### config.mk
export PLATFORM = sky130hd
export DESIGN_NAME = id_ex_stage
export DESIGN_NICKNAME = d
export VERILOG_FILES = /design/src/rtl/pipe_pkg.sv /design/src/rtl/id_ex_stage_operand_select.sv /design/src/rtl/id_ex_stage.sv
export SDC_FILE = /design/constraint.sdc
export NUM_CORES = 1
export LEC_CHECK = 0
export CAP_MARGIN = 25
export CORE_MARGIN = 2
export CORE_UTILIZATION = 30
export DETAILED_ROUTE_END_ITERATION = 6
export PLACE_DENSITY_LB_ADDON = 0.05
export SETUP_SLACK_MARGIN = 0.3
export SLEW_MARGIN = 10
export SYNTH_ARGS = -nofsm -noshare
export SYNTH_HDL_FRONTEND = slang
export SYNTH_SLANG_ARGS = --single-unit
export TNS_END_PERCENT = 30
### constraint.sdc
create_clock -name clk -period 2.3 [get_ports clk]
set_input_delay 0.345 -clock clk [delete_from_list [all_inputs] [get_ports clk]]
set_output_delay 0.345 -clock clk [all_outputs]
set_load 0.005 [all_outputs]
### src/rtl/pipe_pkg.sv
// Shared constants for the decode/execute pipeline slice.
// Widths, FSM encoding and the hard-wired zero register index.
package pipe_pkg;

  localparam int DATA_W = 32;
  localparam int ADDR_W = 5;
  localparam int CTRL_W = 8;

  localparam int CNT_W = 3;

  localparam int REG_ZERO = 0;

  typedef logic [0:0] state_t;

  localparam state_t RUN   = 1'b0;
  localparam state_t STALL = 1'b1;

endpackage

### src/rtl/id_ex_stage_operand_select.sv
// One operand path into EX: optional write-back bypass, then x0 forcing.
// Bypass is compiled in only when ID_WB_BYPASS_EN is defined.
module operand_select
  import pipe_pkg::*;
#(
  parameter int DW = DATA_W,
  parameter int AW = ADDR_W
) (
  input  logic [AW-1:0] rs,
  input  logic [DW-1:0] rf_data,
  input  logic          wb_we,
  input  logic [AW-1:0] wb_rd,
  input  logic [DW-1:0] wb_data,
  output logic [DW-1:0] op
);

  localparam logic [AW-1:0] ZERO = AW'(REG_ZERO);

  logic          hit;
  logic [DW-1:0] src;

`ifdef ID_WB_BYPASS_EN
  assign hit = wb_we & (wb_rd != ZERO) & (wb_rd == rs);
`else
  logic unused_wb;
  assign hit       = 1'b0;
  assign unused_wb = ^{wb_we, wb_rd};
`endif

  // Pick the source, then x0 overrides whatever was selected.
  always_comb begin
    src = hit ? wb_data : rf_data;
    op  = src;
    if (rs == ZERO) begin
      op = '0;
    end
  end

endmodule

### src/rtl/id_ex_stage.sv
// ID/EX pipeline register with load-use stall FSM and branch flush.
// Define ID_WB_BYPASS_EN to forward same-cycle write-back data into EX.
module id_ex_stage
  import pipe_pkg::*;
#(
  parameter int DW           = DATA_W,
  parameter int AW           = ADDR_W,
  parameter int CW           = CTRL_W,
  parameter int STALL_CYCLES = 1
) (
  input  logic          clk,
  input  logic          rst,
  input  logic          id_valid,
  input  logic [AW-1:0] id_rs1,
  input  logic [AW-1:0] id_rs2,
  input  logic [AW-1:0] id_rs3,
  input  logic [AW-1:0] id_rd,
  input  logic          id_reg_write,
  input  logic          id_mem_read,
  input  logic [CW-1:0] id_ctrl,
  input  logic [DW-1:0] rf_data1,
  input  logic [DW-1:0] rf_data2,
  input  logic [DW-1:0] rf_data3,
  input  logic          wb_we,
  input  logic [AW-1:0] wb_rd,
  input  logic [DW-1:0] wb_data,
  input  logic          flush,
  output logic          stall,
  output logic          ex_valid,
  output logic [DW-1:0] ex_op1,
  output logic [DW-1:0] ex_op2,
  output logic [DW-1:0] ex_op3,
  output logic [AW-1:0] ex_rd,
  output logic          ex_reg_write,
  output logic          ex_mem_read,
  output logic [CW-1:0] ex_ctrl
);

  localparam logic [AW-1:0]    ZERO     = AW'(REG_ZERO);
  localparam logic [CNT_W-1:0] CNT_INIT = CNT_W'(STALL_CYCLES - 1);
  localparam bit               MULTI    = (STALL_CYCLES > 1);

  state_t           state_q, state_d;
  logic [CNT_W-1:0] cnt_q, cnt_d;

  logic          ex_valid_q, ex_valid_d;
  logic          ex_reg_write_q, ex_reg_write_d;
  logic          ex_mem_read_q, ex_mem_read_d;
  logic [DW-1:0] ex_op1_q, ex_op1_d;
  logic [DW-1:0] ex_op2_q, ex_op2_d;
  logic [DW-1:0] ex_op3_q, ex_op3_d;
  logic [AW-1:0] ex_rd_q, ex_rd_d;
  logic [CW-1:0] ex_ctrl_q, ex_ctrl_d;

  logic [DW-1:0] op1, op2, op3;
  logic          hazard;
  logic          bubble;
  logic          stall_c;

  operand_select #(.DW(DW), .AW(AW)) u_op1 (
    .rs      (id_rs1),
    .rf_data (rf_data1),
    .wb_we   (wb_we),
    .wb_rd   (wb_rd),
    .wb_data (wb_data),
    .op      (op1)
  );

  operand_select #(.DW(DW), .AW(AW)) u_op2 (
    .rs      (id_rs2),
    .rf_data (rf_data2),
    .wb_we   (wb_we),
    .wb_rd   (wb_rd),
    .wb_data (wb_data),
    .op      (op2)
  );

  operand_select #(.DW(DW), .AW(AW)) u_op3 (
    .rs      (id_rs3),
    .rf_data (rf_data3),
    .wb_we   (wb_we),
    .wb_rd   (wb_rd),
    .wb_data (wb_data),
    .op      (op3)
  );

  // Load in EX whose destination is read by the instruction in ID.
  always_comb begin
    hazard = id_valid & ex_valid_q & ex_mem_read_q
           & (ex_rd_q != ZERO)
           & ((ex_rd_q == id_rs1)
            | (ex_rd_q == id_rs2)
            | (ex_rd_q == id_rs3));
  end

  // Stall FSM: flush beats hazard; STALL counts down the extra bubbles.
  always_comb begin
    state_d = state_q;
    cnt_d   = cnt_q;
    stall_c = 1'b0;
    bubble  = 1'b0;
    if (flush) begin
      bubble  = 1'b1;
      state_d = RUN;
      cnt_d   = '0;
    end else begin
      unique case (state_q)
        RUN: begin
          if (hazard) begin
            stall_c = 1'b1;
            bubble  = 1'b1;
            cnt_d   = CNT_INIT;
            state_d = MULTI ? STALL : RUN;
          end
        end
        STALL: begin
          stall_c = 1'b1;
          bubble  = 1'b1;
          cnt_d   = (cnt_q == '0) ? '0 : cnt_q - 1'b1;
          if (cnt_d == '0) begin
            state_d = RUN;
          end
        end
      endcase
    end
  end

  // Upstream freeze is suppressed while reset is held.
  always_comb begin
    stall = stall_c & ~rst;
  end

  // Next EX contents: a bubble clears the qualifiers and holds the data.
  always_comb begin
    ex_valid_d     = 1'b0;
    ex_reg_write_d = 1'b0;
    ex_mem_read_d  = 1'b0;
    ex_op1_d       = ex_op1_q;
    ex_op2_d       = ex_op2_q;
    ex_op3_d       = ex_op3_q;
    ex_rd_d        = ex_rd_q;
    ex_ctrl_d      = ex_ctrl_q;
    if (!bubble) begin
      ex_valid_d     = id_valid;
      ex_reg_write_d = id_valid & id_reg_write;
      ex_mem_read_d  = id_valid & id_mem_read;
      ex_op1_d       = op1;
      ex_op2_d       = op2;
      ex_op3_d       = op3;
      ex_rd_d        = id_rd;
      ex_ctrl_d      = id_ctrl;
    end
  end

  // State and EX register; reset wins over flush.
  always_ff @(posedge clk) begin
    if (rst) begin
      state_q        <= RUN;
      cnt_q          <= '0;
      ex_valid_q     <= 1'b0;
      ex_reg_write_q <= 1'b0;
      ex_mem_read_q  <= 1'b0;
      ex_op1_q       <= '0;
      ex_op2_q       <= '0;
      ex_op3_q       <= '0;
      ex_rd_q        <= '0;
      ex_ctrl_q      <= '0;
    end else begin
      state_q        <= state_d;
      cnt_q          <= cnt_d;
      ex_valid_q     <= ex_valid_d;
      ex_reg_write_q <= ex_reg_write_d;
      ex_mem_read_q  <= ex_mem_read_d;
      ex_op1_q       <= ex_op1_d;
      ex_op2_q       <= ex_op2_d;
      ex_op3_q       <= ex_op3_d;
      ex_rd_q        <= ex_rd_d;
      ex_ctrl_q      <= ex_ctrl_d;
    end
  end

  assign ex_valid     = ex_valid_q;
  assign ex_reg_write = ex_reg_write_q;
  assign ex_mem_read  = ex_mem_read_q;
  assign ex_op1       = ex_op1_q;
  assign ex_op2       = ex_op2_q;
  assign ex_op3       = ex_op3_q;
  assign ex_rd        = ex_rd_q;
  assign ex_ctrl      = ex_ctrl_q;

endmodule
==> key figures, run 1 <==
Yosys
  – Mapped Area: ~5100 sq um
  – Asr flop ratio synth: 0%
  – Syn Inst Count: around 530
  – Number of enable flip-flop cells after synthesis: 0
  – Distinct cells, synth: 28
  – Post-synth top area share: between 40% and 50%
  – Ys Warns: 0
  – Syn Nets: about 700
  – Register area share after synthesis: between 40% and 50%
  – Synth area leaders: dfxtp_1, mux2i_1, nand2b_1, nand2_1, clkbuf_1
  – Syn_area_per_cell: between 9 and 10 sq um
  – Most common cell in the netlist: nand2b_1
  – Synthesized flop and latch total: approximately 120
  – Top cells by count, synth: nand2b_1, dfxtp_1, mux2i_1, nand2_1, clkbuf_1
  – Synth Flop Type: dfxtp_1
  – Post-synthesis cell type with the largest combined area: dfxtp_1

Power and ir drop
  – Sequential power share: 38.0%
  – Combinational share of power: 16.3%
  – Power per cell area: about 670 nW/um^2
  – Pint: ~4.5 mW
  – Clock power frac: 45.7%
  – Max VDD drop: around 0.0005 V
  – Lkg Pwr: ~3.6 nW
  – P_sw: 1.31 mW
  – Switching share of power: roughly 23%

Final layout
  – Synth-to-Final Area Change: 70.6%
  – Fin area: 8640 sq um
  – Ant diodes: 0
  – Total Nets Final: about 950
  – Share of layout cells above drive strength 1: 9.64%
  – # fillers: between 1500 and 2000

Placement
  – Post-DP Area: between 7000 and 8000 sq um
  – Dpl hpwl: around 11 mm
  – RD Place Congestion: between 0.7 and 0.8
  – Port Buffer Count: 242

Clock network
  – Cts bufs inserted: 17
  – Deepest clock path buffer count: 2
  – TritonCTS clock tree: done
  – H-tree depth: 4
  – Count of hold-fix buffers inserted at cts: 0
  – CTS Sinks: approximately 120
  – Clk_lat worst skew: 0.41 ns
  – CTS clock-pin slew for the worst setup and hold paths: ~0.050 ns
  – Root Driver: clkbuf_16

Die
  – Io pins: 281
  – # rows: 47
  – Die Footprint: 17900 sq um
  – Vert. Die Dim: approximately 130 um
  – Die Width: 134 um
  – Core Area: around 17000 sq um
  – Starting density of the core: a little over 30%

Critical path
  – Slowest cell delay on critical path: about 0.54 ns
  – Slowest cell on crit path: or4_4
  – CP bufs+invs: 2
  – Crit start category: register
  – CP Capture Type: register
  – CP Data Arrival Time: 2.51 ns
  – WS Path Type: register to register
  – CP required: 2.59 ns
  – Crit Path Max Fanout: 6
  – Crit path cell chain: or4_4, o2111ai_2, a31oi_2, buf_6, or3_4, buf_12, mux2i_2
  – Delay-heaviest family, CP: simple AND/OR/NAND/NOR gates

STA
  – Hold_ws: 0.471 ns
  – Final Hold Viols: 0
  – Unrepaired setup endpoints after global routing: yes
  – Worst slew pin tran: about 0.9 ns
  – Final Critical Period: 2.21 ns
  – Setup Skew: 0.00888 ns
  – Final setup viols: 0
  – Final Max Tran Viols: 0
  – Fmax achieved: around 0.45 GHz
  – Rel. slew slack: 39.5%
  – Fin crit share: a little under 100%

Routing
  – Routed vias/inst: 4.45
  – Post-route ant nets: 0
  – Initial DRT Pass Iterations: 4
  – Initial DRC count: approximately 140
  – Total routed wirelength: between 15 and 20 mm
  – Via count: between 4000 and 5000
  – Drt wl/cell: ~16 um
  – DRC viols: 0

Run
  – Max Cap Viol: 0

GRT
  – Pin count of the biggest net entering global routing: 65
  – Vias in the first global route: 4636
  – First-pass GRT wire length: approximately 24 mm
  – Grt ovf: 0
  – Initial antenna violation count: 0
  – Total GRT Usage: 17.2%

Min path
  – Worst Hold Class: register to register

Status
  – Status: completed
power by group through the flow:
stage          sequential, mW  combinational [mW]  clock (mW)
6_report                 2.20               0.942        2.65
5_1_grt                  2.22                1.02        2.82
4_1_cts                  2.20               0.908        2.73
3_5_place_dp             2.24               0.901           0
3_3_place_gp             2.24               0.888           0
2_1_floorplan            2.25               0.318           0
layout make-up:
class	count	area, sq um	area share (%)
Tap cell	220	275	3.19
Multi-Input combinational cell	379	2620	30.3
Sequential cell	116	2330	26.9
Clock inverter	8	97.6	1.13
Clock buffer	24	502	5.81
Inverter	1	3.75	0.0434
Timing Repair Buffer	271	2820	32.7
timing repair:
item	CTS	global route
cloned	0	10
pin swaps	3	5
buffers inserted	0	1
setup endpoints to repair	99	111
gates resized for setup	6	13
cell families (layout without fill, tap and decap cells):
kind of cell	Yosys count	count (layout)	share of synthesized area, %
simple gates	242	244	24.7
mux	110	110	21.8
buf+inv	36	304	3.58
xor+xnor	15	15	2.59
compound gates	10	10	1.48
flops	116	116	45.8
worst min-delay path, stage by stage, from the launching register on:
cell and delay [ns]:
dfxtp_1 0.30, nand2b_1 0.06, mux2i_1 0.06
per-stage QoR:
| step | setup TNS [ns] | setup WS (ns) | utilization [%] | instances | total power, mW |
|---|---|---|---|---|---|
| 6_report | 0 | 0.0871 | 52.3 | 1019 | 5.79 |
| 5_1_grt | 0 | 0.0429 | 52.3 | 1019 | 6.05 |
| 4_1_cts | 0 | 0.0655 | 50.8 | 1008 | 5.84 |
| 3_5_place_dp | -7.63 | -0.162 | 47.2 | 976 | 3.14 |
| 3_3_place_gp | -8.10 | -0.192 | 47.2 | 976 | 3.12 |
| 2_1_floorplan | 0 | 0.206 | - | 529 | 2.57 |
per-layer routing:
layer	part of all wire, %	global-route usage [%]
met5	0	0
met4	2.0	6.97
met3	8.2	7.07
met2	49	29.1
met1	41	19.2
path summary, 6_finish.rpt:
| check | start | endpoint | slack [ns] | cells after the start |
|---|---|---|---|---|
| min reg2reg | ex_ctrl[5] | ex_ctrl[5] | 0.47 | 2 |
| min | ex_ctrl[5] | ex_ctrl[5] | 0.47 | 2 |
| max | ex_rd[1] | ex_op1[30] | 0.09 | 7 |
| max reg2reg | ex_rd[1] | ex_op1[30] | 0.09 | 7 |
sequential cells by signal (all words and copies together), names as in the netlist:
signal / flops
ex_op1: 32
ex_op2: 32
ex_op3: 32
ex_ctrl: 8
ex_rd: 5
cnt_q: 3
ex_mem_read: 1
ex_reg_write: 1
ex_valid: 1
state_q: 1
placed cells by master, fill, tap and decap left out, drive strengths merged, types with 2 or more instances in the layout:
cell type / Yosys / routed
clkinv: 0 / 3
mux2i: 109 / 109
nand2b: 122 / 122
nor3: 7 / 7
and3: 3 / 3
nand2: 98 / 98
xnor2: 6 / 6
bufinv: 0 / 2
xor2: 9 / 9
a21oi: 4 / 4
nand3: 3 / 3
clkinvlp: 0 / 3
clkbuf: 23 / 30
or3: 1 / 3
clkdlybuf4s50: 0 / 240
nor2: 4 / 4
buf: 12 / 25
dfxtp: 116 / 116
(Power assumes the default switching activity.)
==> inputs of run 2 (changes only) <==
- CTS_CLUSTER_DIAMETER: not set -> 50
==> results of run 2 <==
Final layout, timing and power as in run 1 (identical DEF).
==> inputs of run 3 (changes only) <==
- CORE_UTILIZATION: 30 -> 39
- SKIP_CTS_REPAIR_TIMING: not set -> 1
==> run 3 against run 2 <==
Non-clock buffer count decreased by 1. Total power decreased by 3.2%. Die area decreased by 22%. Largest power group unchanged. First-iteration DRC count increased by 37%. Sequential share of layout area increased by 0.30 points. Critical endpoint is now ex_op1[10]. Worst setup slack got worse by 0.0012 ns. Via count increased by 0.20%. Combinational power increased by 0.6%. Clock-buffer cell count increased by 3.
==> key figures, run 3 (synthesis gave the netlist of run 1 again) <==
Die
  – Io pins: 281 (unchanged)
  – Die Width: 118 um (-12%)
  – # rows: 41 (-13%)
  – Core Area: 12700 sq um (-23%)
  – Vert. Die Dim: 118 um (-12%)
  – Die Footprint: 13900 sq um (-22%)
  – Starting density of the core: 40.0% (+9.3 points)

Final layout
  – Commonest non-fill, non-tap cell in the layout: clkdlybuf4s50_1
  – Total Nets Final: 953 (-0.10%)
  – Commonest cells after routing, fill and taps aside: clkdlybuf4s50_1, nand2b_1, dfxtp_1
  – Synth-to-Final Area Change: 68.7%
  – Share of layout cells above drive strength 1: 9.03% (-0.60 points)

Clock network
  – CTS Sinks: 116 (unchanged)
  – Deepest clock path buffer count: 2 (unchanged)
  – TritonCTS clock tree: done
  – Cts bufs inserted: 17 (unchanged)
  – CTS clock-pin slew for the worst setup and hold paths: 0.05 ns (about the same)
  – H-tree depth: 4 (unchanged)
  – Root Driver: clkbuf_16
  – Clk_lat worst skew: 0.41 ns (about the same)

STA
  – Fmax achieved: 0.452 GHz (about the same)
  – Worst slew pin tran: 1.00 ns (+0.0950 ns)
  – Final Max Tran Viols: 0 (unchanged)
  – Final Critical Period: 2.21 ns (+0.00120 ns)
  – Hold_ws: 0.356 ns (-0.115 ns)
  – Fin crit share: 96.3% (about the same)
  – Setup Skew: 0.00724 ns (-0.00163 ns)
  – Setup_tns: 0 ns (unchanged)
  – Final Hold Viols: 0 (unchanged)
  – Unrepaired setup endpoints after global routing: yes
  – Final setup viols: 0 (unchanged)
  – Rel. slew slack: 33.2% (-6.3 points)

Placement
  – Port Buffer Count: 242 (unchanged)
  – Dpl hpwl: 10.4 mm (-5.6%)
  – RD Place Congestion: 0.793 (+2.5%)

GRT
  – Initial antenna violation count: 1 (+1)
  – First-pass GRT wire length: 23.2 mm (-3.9%)
  – Grt ovf: 0 (unchanged)
  – Vias in the first global route: 4575 (-1.3%)
  – Pin count of the biggest net entering global routing: 84 (+29%)
  – Total GRT Usage: 20.9% (+3.7 points)

Routing
  – DRC viols: 0 (unchanged)
  – Drt wl/cell: 15.9 um (-0.32%)
  – Initial DRT Pass Iterations: 4 (unchanged)
  – Initial DRC count: 185 (+37%)
  – Total routed wirelength: 15.4 mm (-5.1%)
  – Post-route ant nets: 0 (unchanged)
  – Via count: 4541 (+0.20%)
  – Routed vias/inst: 4.68 (+5.3%)

Min path
  – Hold path depth: 3 (+1)
  – Worst Hold Class: primary input to register

Power and ir drop
  – Power per cell area: 656 nW/um^2 (-2.1%)
  – Max VDD drop: 0.000634 V (+27%)
  – Switching share of power: 22.2% (-0.53 points)
  – Power, Total: 5.61 mW (-3.2%)
  – Sequential power share: 39.3% (+1.3 points)
  – Clock power frac: 43.8% (-1.9 points)
  – P_sw: 1.24 mW (-5.4%)
  – Combinational share of power: 16.9% (+0.6 points)
  – Pint: 4.37 mW (-2.5%)
  – Lkg Pwr: 3.57 nW (-0.23%)

Critical path
  – CP required: 2.59 ns (about the same)
  – Cells on worst reg2reg path: 7 (unchanged)
  – CP Data Arrival Time: 2.50 ns (about the same)
  – Crit Path Max Fanout: 9 (+3)
  – WS Path Type: register to register
  – CP Capture Type: register
  – Crit start category: register

Status
  – Status: completed

Run
  – Max Cap Viol: 0 (unchanged)
## run 3: layer usage
metal  GRT usage [%]  share of wire, %
met1            23.2                40
met3            8.87               8.1
met4            7.76               1.6
met2            35.8                50
met5               0                 0
## run 3: final timing paths
path	startpoint	to	slack, ns
max	ex_rd[0]	ex_op1[10]	0.09
min	rst	cnt_q[2]	0.36
max reg2reg	ex_rd[0]	ex_op1[10]	0.09
min reg2reg	ex_ctrl[0]	ex_ctrl[0]	0.47
## run 3: power by group through the flow
stage / clock, mW / sequential [mW] / combinational (mW)
floorplan: 0 / 2.25 / 0.318
global placement: 0 / 2.23 / 0.889
detailed placement: 0 / 2.24 / 0.903
CTS: 2.51 / 2.20 / 0.910
global route: 2.60 / 2.21 / 1.02
finish: 2.46 / 2.20 / 0.948
## run 3: per-stage QoR
stage | util (%) | setup slack, ns | instance area [sq um] | cells
2_1_floorplan | - | 0.206 | 5070 | 529
3_3_place_gp | 61.3 | -0.217 | 7770 | 928
5_1_grt | 67.4 | 0.0154 | 8540 | 969
3_5_place_dp | 61.3 | -0.219 | 7770 | 928
4_1_cts | 65.7 | -0.317 | 8330 | 959
6_report | 67.4 | 0.0859 | 8550 | 970
## run 3: area by class of cell
type | instances | area [sq um]
multi-input combinational | 379 | 2620
sequential | 116 | 2330
fill | 1050 | 4130
timing repair buffer | 270 | 2820
clock buffer | 27 | 513
clock inverter | 4 | 45.0
tap | 172 | 215
antenna | 1 | 2.50
inverter | 1 | 3.75
## run 3: worst max-delay path, stage by stage, from the launching register on
cell,delay [ns]
dfxtp_2,0.32
or4_4,0.54
o2111ai_2,0.19
a31oi_2,0.06
buf_4,0.17
or3_4,0.47
clkbuf_16,0.21
mux2i_1,0.12
